===== src/rtl/ssd1289_bus_arbiter_if.sv =====
// Write-side bus bundle for the SSD1289 arbiter: requester handshakes plus the
// 8080-style panel pins and status flags.
interface ssd1289_bus_arbiter_if;
    logic [16:0] init_din;
    logic        init_valid;
    logic        init_done;
    logic [16:0] cmd_din;
    logic        cmd_valid;
    logic        cmd_ready;
    logic [15:0] pix_din;
    logic        pix_valid;
    logic        pix_last;
    logic        pix_ready;
    logic        lcd_rs;
    logic        lcd_wr_n;
    logic        lcd_rd_n;
    logic [15:0] lcd_db;
    logic        busy;
    logic        init_overflow;

    modport master (
        output init_din, init_valid, init_done, cmd_din, cmd_valid,
               pix_din, pix_valid, pix_last,
        input  cmd_ready, pix_ready, lcd_rs, lcd_wr_n, lcd_rd_n, lcd_db,
               busy, init_overflow
    );

    modport slave (
        input  init_din, init_valid, init_done, cmd_din, cmd_valid,
               pix_din, pix_valid, pix_last,
        output cmd_ready, pix_ready, lcd_rs, lcd_wr_n, lcd_rd_n, lcd_db,
               busy, init_overflow
    );
endinterface


===== src/rtl/ssd1289_bus_arbiter.sv =====
// SSD1289 write-bus owner: buffers the init stream, then arbitrates command vs
// pixel words and serialises each onto lcd_db/lcd_rs/lcd_wr_n.
module ssd1289_bus_arbiter #(
    parameter int INIT_FIFO_DEPTH = 64,
    parameter int WR_LOW_CYC      = 2,
    parameter int WR_HIGH_CYC     = 2
) (
    input logic                  sys_clk,
    input logic                  rst_n,
    ssd1289_bus_arbiter_if.slave bus
);
    localparam int AW   = $clog2(INIT_FIFO_DEPTH);
    localparam int MAXC = (WR_LOW_CYC > WR_HIGH_CYC) ? WR_LOW_CYC : WR_HIGH_CYC;
    localparam int CW   = $clog2(MAXC + 1);

    typedef enum logic [1:0] {S_IDLE, S_SETUP, S_WR_LOW, S_WR_HIGH} state_t;

    state_t        state_q, state_d;
    logic [CW-1:0] cnt_q, cnt_d;
    logic [16:0]   word_q, word_d;
    logic          load;
    logic          wr_n_q;
    logic          lock_q;
    logic          overflow_q;

    logic [16:0]   fifo_mem [INIT_FIFO_DEPTH];
    logic [AW:0]   wr_ptr, rd_ptr;
    logic          fifo_empty, fifo_full, fifo_wr, fifo_rd;
    logic          init_phase, idle, grant_cmd, grant_pix;

    // Extra pointer bit distinguishes full from empty when the indices match.
    assign fifo_empty = (wr_ptr == rd_ptr);
    assign fifo_full  = (wr_ptr[AW] != rd_ptr[AW]) && (wr_ptr[AW-1:0] == rd_ptr[AW-1:0]);
    assign fifo_wr    = bus.init_valid && !fifo_full;

    assign idle       = (state_q == S_IDLE);
    assign init_phase = !bus.init_done || !fifo_empty;
    assign fifo_rd    = idle && !fifo_empty;
    assign grant_cmd  = idle && !init_phase && !lock_q && bus.cmd_valid;
    assign grant_pix  = idle && !init_phase && bus.pix_valid && (lock_q || !bus.cmd_valid);

    always_ff @(posedge sys_clk) begin
        if (fifo_wr) begin
            fifo_mem[wr_ptr[AW-1:0]] <= bus.init_din;
        end
    end

    always_ff @(posedge sys_clk or negedge rst_n) begin
        if (!rst_n) begin
            wr_ptr     <= '0;
            rd_ptr     <= '0;
            overflow_q <= 1'b0;
        end else begin
            if (fifo_wr) wr_ptr <= wr_ptr + 1'b1;
            if (fifo_rd) rd_ptr <= rd_ptr + 1'b1;
            if (bus.init_valid && fifo_full) overflow_q <= 1'b1;
        end
    end

    always_comb begin
        state_d = state_q;
        cnt_d   = cnt_q;
        load    = 1'b0;
        word_d  = '0;
        case (state_q)
            S_IDLE: begin
                if (fifo_rd) begin
                    word_d = fifo_mem[rd_ptr[AW-1:0]];
                end else if (grant_cmd) begin
                    word_d = bus.cmd_din;
                end else if (grant_pix) begin
                    word_d = {1'b1, bus.pix_din};
                end
                load = fifo_rd || grant_cmd || grant_pix;
                if (load) state_d = S_SETUP;
            end
            S_SETUP: begin
                state_d = S_WR_LOW;
                cnt_d   = '0;
            end
            S_WR_LOW: begin
                if (cnt_q == CW'(WR_LOW_CYC - 1)) begin
                    state_d = S_WR_HIGH;
                    cnt_d   = '0;
                end else begin
                    cnt_d = cnt_q + 1'b1;
                end
            end
            S_WR_HIGH: begin
                if (cnt_q == CW'(WR_HIGH_CYC - 1)) begin
                    state_d = S_IDLE;
                    cnt_d   = '0;
                end else begin
                    cnt_d = cnt_q + 1'b1;
                end
            end
            default: state_d = S_IDLE;
        endcase
    end

    // Strobe is registered from the next state so it lands exactly with S_WR_LOW.
    always_ff @(posedge sys_clk or negedge rst_n) begin
        if (!rst_n) begin
            state_q <= S_IDLE;
            cnt_q   <= '0;
            word_q  <= '0;
            wr_n_q  <= 1'b1;
            lock_q  <= 1'b0;
        end else begin
            state_q <= state_d;
            cnt_q   <= cnt_d;
            wr_n_q  <= (state_d != S_WR_LOW);
            if (load) word_q <= word_d;
            if (grant_pix) lock_q <= !bus.pix_last;
        end
    end

    assign bus.cmd_ready     = grant_cmd;
    assign bus.pix_ready     = grant_pix;
    assign bus.lcd_rs        = word_q[16];
    assign bus.lcd_db        = word_q[15:0];
    assign bus.lcd_wr_n      = wr_n_q;
    assign bus.lcd_rd_n      = 1'b1;
    assign bus.busy          = !idle;
    assign bus.init_overflow = overflow_q;
endmodule


===== src/flat_wrapper.sv =====
// flat-port wrapper written by rule: the top's interface ports become plain ports
module ssd1289_bus_arbiter_flat 
#(
    parameter int INIT_FIFO_DEPTH = 64,
    parameter int WR_LOW_CYC      = 2,
    parameter int WR_HIGH_CYC     = 2
)
  (sys_clk, rst_n, bus_init_din, bus_init_valid, bus_init_done, bus_cmd_din, bus_cmd_valid, bus_pix_din, bus_pix_valid, bus_pix_last, bus_cmd_ready, bus_pix_ready, bus_lcd_rs, bus_lcd_wr_n, bus_lcd_rd_n, bus_lcd_db, bus_busy, bus_init_overflow);
  ssd1289_bus_arbiter_if bus_i ();
  input logic sys_clk;
  input logic rst_n;
  input wire logic [$bits(bus_i.init_din)-1:0] bus_init_din;
  input wire logic [$bits(bus_i.init_valid)-1:0] bus_init_valid;
  input wire logic [$bits(bus_i.init_done)-1:0] bus_init_done;
  input wire logic [$bits(bus_i.cmd_din)-1:0] bus_cmd_din;
  input wire logic [$bits(bus_i.cmd_valid)-1:0] bus_cmd_valid;
  input wire logic [$bits(bus_i.pix_din)-1:0] bus_pix_din;
  input wire logic [$bits(bus_i.pix_valid)-1:0] bus_pix_valid;
  input wire logic [$bits(bus_i.pix_last)-1:0] bus_pix_last;
  output wire logic [$bits(bus_i.cmd_ready)-1:0] bus_cmd_ready;
  output wire logic [$bits(bus_i.pix_ready)-1:0] bus_pix_ready;
  output wire logic [$bits(bus_i.lcd_rs)-1:0] bus_lcd_rs;
  output wire logic [$bits(bus_i.lcd_wr_n)-1:0] bus_lcd_wr_n;
  output wire logic [$bits(bus_i.lcd_rd_n)-1:0] bus_lcd_rd_n;
  output wire logic [$bits(bus_i.lcd_db)-1:0] bus_lcd_db;
  output wire logic [$bits(bus_i.busy)-1:0] bus_busy;
  output wire logic [$bits(bus_i.init_overflow)-1:0] bus_init_overflow;
  assign bus_i.init_din = bus_init_din;
  assign bus_i.init_valid = bus_init_valid;
  assign bus_i.init_done = bus_init_done;
  assign bus_i.cmd_din = bus_cmd_din;
  assign bus_i.cmd_valid = bus_cmd_valid;
  assign bus_i.pix_din = bus_pix_din;
  assign bus_i.pix_valid = bus_pix_valid;
  assign bus_i.pix_last = bus_pix_last;
  assign bus_cmd_ready = bus_i.cmd_ready;
  assign bus_pix_ready = bus_i.pix_ready;
  assign bus_lcd_rs = bus_i.lcd_rs;
  assign bus_lcd_wr_n = bus_i.lcd_wr_n;
  assign bus_lcd_rd_n = bus_i.lcd_rd_n;
  assign bus_lcd_db = bus_i.lcd_db;
  assign bus_busy = bus_i.busy;
  assign bus_init_overflow = bus_i.init_overflow;
  ssd1289_bus_arbiter #(.INIT_FIFO_DEPTH(INIT_FIFO_DEPTH), .WR_LOW_CYC(WR_LOW_CYC), .WR_HIGH_CYC(WR_HIGH_CYC)) u_core (.sys_clk(sys_clk), .rst_n(rst_n), .bus(bus_i));
endmodule

===== config.mk =====
export PLATFORM = sky130hd
export DESIGN_NAME = ssd1289_bus_arbiter_flat
export DESIGN_NICKNAME = d
export VERILOG_FILES = /design/src/rtl/ssd1289_bus_arbiter_if.sv /design/src/rtl/ssd1289_bus_arbiter.sv /design/src/flat_wrapper.sv
export SDC_FILE = /design/constraint.sdc
export NUM_CORES = 1
export LEC_CHECK = 0
export CAP_MARGIN = 20
export CORE_UTILIZATION = 50
export CTS_BUF_LIST = sky130_fd_sc_hd__clkbuf_8
export CTS_CLUSTER_DIAMETER = 80
export CTS_CLUSTER_SIZE = 25
export DETAILED_ROUTE_END_ITERATION = 8
export MAX_ROUTING_LAYER = met4
export PLACE_DENSITY = 0.66
export RECOVER_POWER = 100
export SLEW_MARGIN = 20
export SYNTH_ARGS = -nofsm -noshare
export SYNTH_HDL_FRONTEND = slang
export SYNTH_SLANG_ARGS = --single-unit

===== constraint.sdc =====
create_clock -name sys_clk -period 5.3 [get_ports sys_clk]
set_input_delay 1.325 -clock sys_clk [delete_from_list [all_inputs] [get_ports sys_clk]]
set_output_delay 1.325 -clock sys_clk [all_outputs]
set_load 0.05 [all_outputs]

==> run_results.csv, run 1 <==
group,metric,value,unit
die,ioPinCount,80,
sta,rsz0062_at_grt,"false",
die,row_count,108,
final_layout,syn2layout_area_growth,6.582,%
cts,cts_setup_buffers,0,
critical_path,worstSetupPathType,"register to output port",
final_layout,fin_nets,2202,
critical_path,cp_max_fo,41,
sta,fin_hold_ws,499.8,ps
yosys,yosys_most_used_dff,"edfxtp_1",
yosys,synth_top_area_share,74.27,%
placed_design,numPlacedInstances,3244,
cts,clock_path_buffers,3,
yosys,synth_seq_cells,1126,
critical_path,required,3970,ps
die,initial_utilization,50.63,%
die,die_w,298.6,um
die,core-area,86890,um2
run,max-cap-violations,20,
yosys,synthArstFlopShare,3.375,%
placed_design,place.gp.congestion,0.9403,
sta,setup_viol,0,
critical_path,r2r_start,"u_core.rd_ptr[1]",
cts,clk_pin_slew,150,ps
final_layout,drive_above_1_share,18.27,%
critical_path,crit_path_end_kind,"output port",
die,dieArea,89170,um2
yosys,synth_edf_count,1088,
final_layout,fill_cells,6538,
sta,slew_viol_final,1228,
sta,fin_crit,5099,ps
cts,ctsHtreeMaxLevel,2,
final_layout,finalNonFillerCells,3333,
global_route,grt_pass1_vias,20794,
global_route,grtUsageTotal,23.78,%
final_layout,regArea,33640,um2
global_route,grt_use_met2,36.24,%
critical_path,setup.reg_to_reg.worst_slack,400,ps
die,die_y,298.6,um
placed_design,hpwlAfterDp,58770,um
final_layout,diodes,0,
detailed_routing,drtPass1Iterations,5,
detailed_routing,wl_per_cell,30.66,um
pwr,power.total,20.89,mW
sta,finalCritPeriodShare,96.20,%
global_route,grt_most_used_layer,"met2",
yosys,synthCells,2028,
cts,root_buffer,"clkbuf_8",
global_route,gr-usage-met1,33.85,%
worst_hold_path,min_to,"u_core.bus.init_overflow",
yosys,synth.avg_cell_area,21.69,um2
yosys,yosysWarningCount,0,
yosys,synth_nets,2087,
detailed_routing,wirelength,102200,um
yosys,yosys-top-cells-area,"edfxtp_1 (74%), mux4_2 (14%), dfrtp_1 (2.1%), mux2i_1 (2.0%), nand2_1 (0.66%)",
cts,cts_tree,"built",
detailed_routing,drtIter0Drc,2275,
global_route,antenna_found_initial,0,
run_status,violations,"max-capacitance violations, max-slew violations",
sta,slew_headroom,-136.2,%
worst_hold_path,whs_path_depth,1,
yosys,synth.yosys.seq_area_share,76.43,%
sta,finalHoldViolations,0,
cts,postCtsHoldBufs,0,
yosys,yosysTopAreaCell,"edfxtp_1",
cts,cts_buffers,52,
global_route,overflow,0,
detailed_routing,via_count,20846,
sta,fmax,0.1961,GHz
detailed_routing,detail-route-antenna-nets,0,
pwr,vdd_drop_max,0.4687,mV
pwr,power.density,445.6,nW/um2
yosys,yosysUniqueCellTypes,62,
worst_hold_path,hold_start,"u_core.bus.init_overflow",
run_status,status,"complete, but fails checks",
cts,cts-resized-gates,0,
detailed_routing,vias_per_cell,6.254,
global_route,grt_pass1_wl,148200,um
detailed_routing,drc_errors,0,
final_layout,multi_input_area,9613,um2
sta,finClkSkew,64.70,ps
placed_design,io_buffer_count,78,
yosys,netlist_area,43990,um2
cts,clock_sinks,1126,
critical_path,r2r_cells,6,
cts,clk_latency,760,ps
sta,finalSetupTns,0,ps
global_route,grt.met3_usage,4.442,%
global_route,grt_max_degree,104,
sta,worst_pin_slew,3543,ps
worst_hold_path,hold_class,"register to register",
critical_path,cp-start-kind,"register",
critical_path,arrival,3770,ps
pwr,p_leak,14.45,nW
critical_path,timing.rr.end,"u_core.word_q[4]",
[worst max-delay path: stages (launching register included)]
cell and delay, ps:
dfrtp_4 950, xnor2_1 230, nand4_2 360, nor4_1 510, dlygate4sd3_1 950
[kinds of logic (layout without fill, tap and decap cells)]
kind of cell | after synthesis | count (layout) | share of synthesized area (%)
AND/OR/NAND/NOR | 225 | 225 | 2.312
other | 1 | 1 | 0.008525
multiplexers | 377 | 377 | 16.52
AO/OA/AOI/OAI | 145 | 145 | 2.483
XOR/XNOR | 20 | 20 | 0.4153
buffers and inverters | 132 | 282 | 1.772
adder cells (fa/ha/maj) | 2 | 2 | 0.05688
flip-flops | 1126 | 1126 | 76.43
[state kept, by name (all words and copies together), names as in the netlist, 2 cells and up]
register,count
u_core.fifo_mem,1088
u_core.word_q,17
u_core.rd_ptr,7
u_core.wr_ptr,7
u_core.cnt_q,2
u_core.state_q,2
[placed cells by master, fill, tap and decap left out, drive strengths merged, types with 3 or more instances in the layout]
master / instances
dfrtp: 37
a211oi: 4
inv: 40
nand2b: 5
a21oi: 22
a32oi: 30
nand3: 21
nand2: 77
a2111oi: 3
a31o: 3
or4: 3
mux2: 13
mux4: 276
edfxtp: 1088
o21ai: 6
o31ai: 3
xor2: 3
xnor2: 17
nor3: 10
a22oi: 17
o211ai: 26
nor2: 77
nor2b: 6
buf: 32
clkbuf: 144
dlygate4sd3: 22
clkinvlp: 3
clkdlybuf4s50: 38
a31oi: 5
and2: 5
nand3b: 4
mux2i: 88
a221o: 4
nor4: 5
o22ai: 4
a221oi: 10
[cells in the mapped netlist (3+ instances only)]
| master | count |
|---|---|
| a221o_1 | 4 |
| xor2_1 | 3 |
| a32oi_1 | 30 |
| buf_2 | 29 |
| o21ai_0 | 6 |
| mux2i_1 | 88 |
| xnor2_1 | 16 |
| or4_1 | 3 |
| nand2b_1 | 5 |
| a221oi_1 | 10 |
| edfxtp_1 | 1088 |
| dfrtp_1 | 37 |
| buf_1 | 12 |
| nand3_1 | 21 |
| nor3_1 | 10 |
| nor2_1 | 77 |
| o211ai_1 | 26 |
| and2_1 | 5 |
| nand2_1 | 77 |
| clkbuf_1 | 28 |
| a31o_1 | 3 |
| nor4_1 | 5 |
| buf_6 | 9 |
| mux4_1 | 6 |
| buf_4 | 38 |
| o22ai_1 | 4 |
| inv_1 | 11 |
| nor2b_1 | 6 |
| nand3b_1 | 4 |
| a21oi_1 | 22 |
| a22oi_1 | 17 |
| a31oi_1 | 5 |
| a211oi_1 | 4 |
| a2111oi_0 | 3 |
| mux4_2 | 270 |
| mux2_2 | 13 |
[worst max-delay path by stage]
stage	start	to	slack [ps]
final	u_core.rd_ptr[1]	bus_pix_ready	200
after floorplan	bus_cmd_valid	bus_pix_ready	620
after global placement	bus_cmd_valid	bus_pix_ready	540
after CTS	u_core.rd_ptr[1]	bus_pix_ready	190
after detailed placement	bus_cmd_valid	bus_pix_ready	560
after global routing	u_core.rd_ptr[1]	bus_pix_ready	50
[metal layers]
| metal | wire (um) | part of all wire [%] |
|---|---|---|
| met1 | 42930 | 42 |
| met2 | 48650 | 48 |
| met3 | 8210 | 8.0 |
| met4 | 2408 | 2.4 |
| met5 | 0 | 0 |
[power by group]
part	switching [mW]	internal (mW)	total [mW]
Combinational	3.98	2.82	6.80
Clock	2.56	1.04	3.60
Sequential	0.291	10.2	10.5
[per-stage QoR]
step	area, um2	utilization, %	setup slack [ps]
after floorplan	43990	-	624.3
after detailed placement	46270	53.25	556.6
after CTS	47230	54.35	193.4
after global routing	46890	53.96	49.42
after global placement	46270	53.25	538.6
final	46890	53.96	201.4
[layout make-up]
| class | instances | area share, % |
|---|---|---|
| Clock inverter | 34 | 0.4270 |
| Clock buffer | 55 | 1.615 |
| Multi-Input combinational cell | 770 | 20.50 |
| Sequential cell | 1126 | 71.74 |
| Inverter | 12 | 0.1014 |
| Timing Repair Buffer | 181 | 2.530 |
| Tap cell | 1155 | 3.082 |
Power figures use the tool's default switching activity.
==> inputs of run 2 (changes only) <==
ABC_CLOCK_PERIOD_IN_PS = 5300   (was unset)
==> results of run 2 <==
No change in the layout: final DEF, timing and power equal those of run 1.
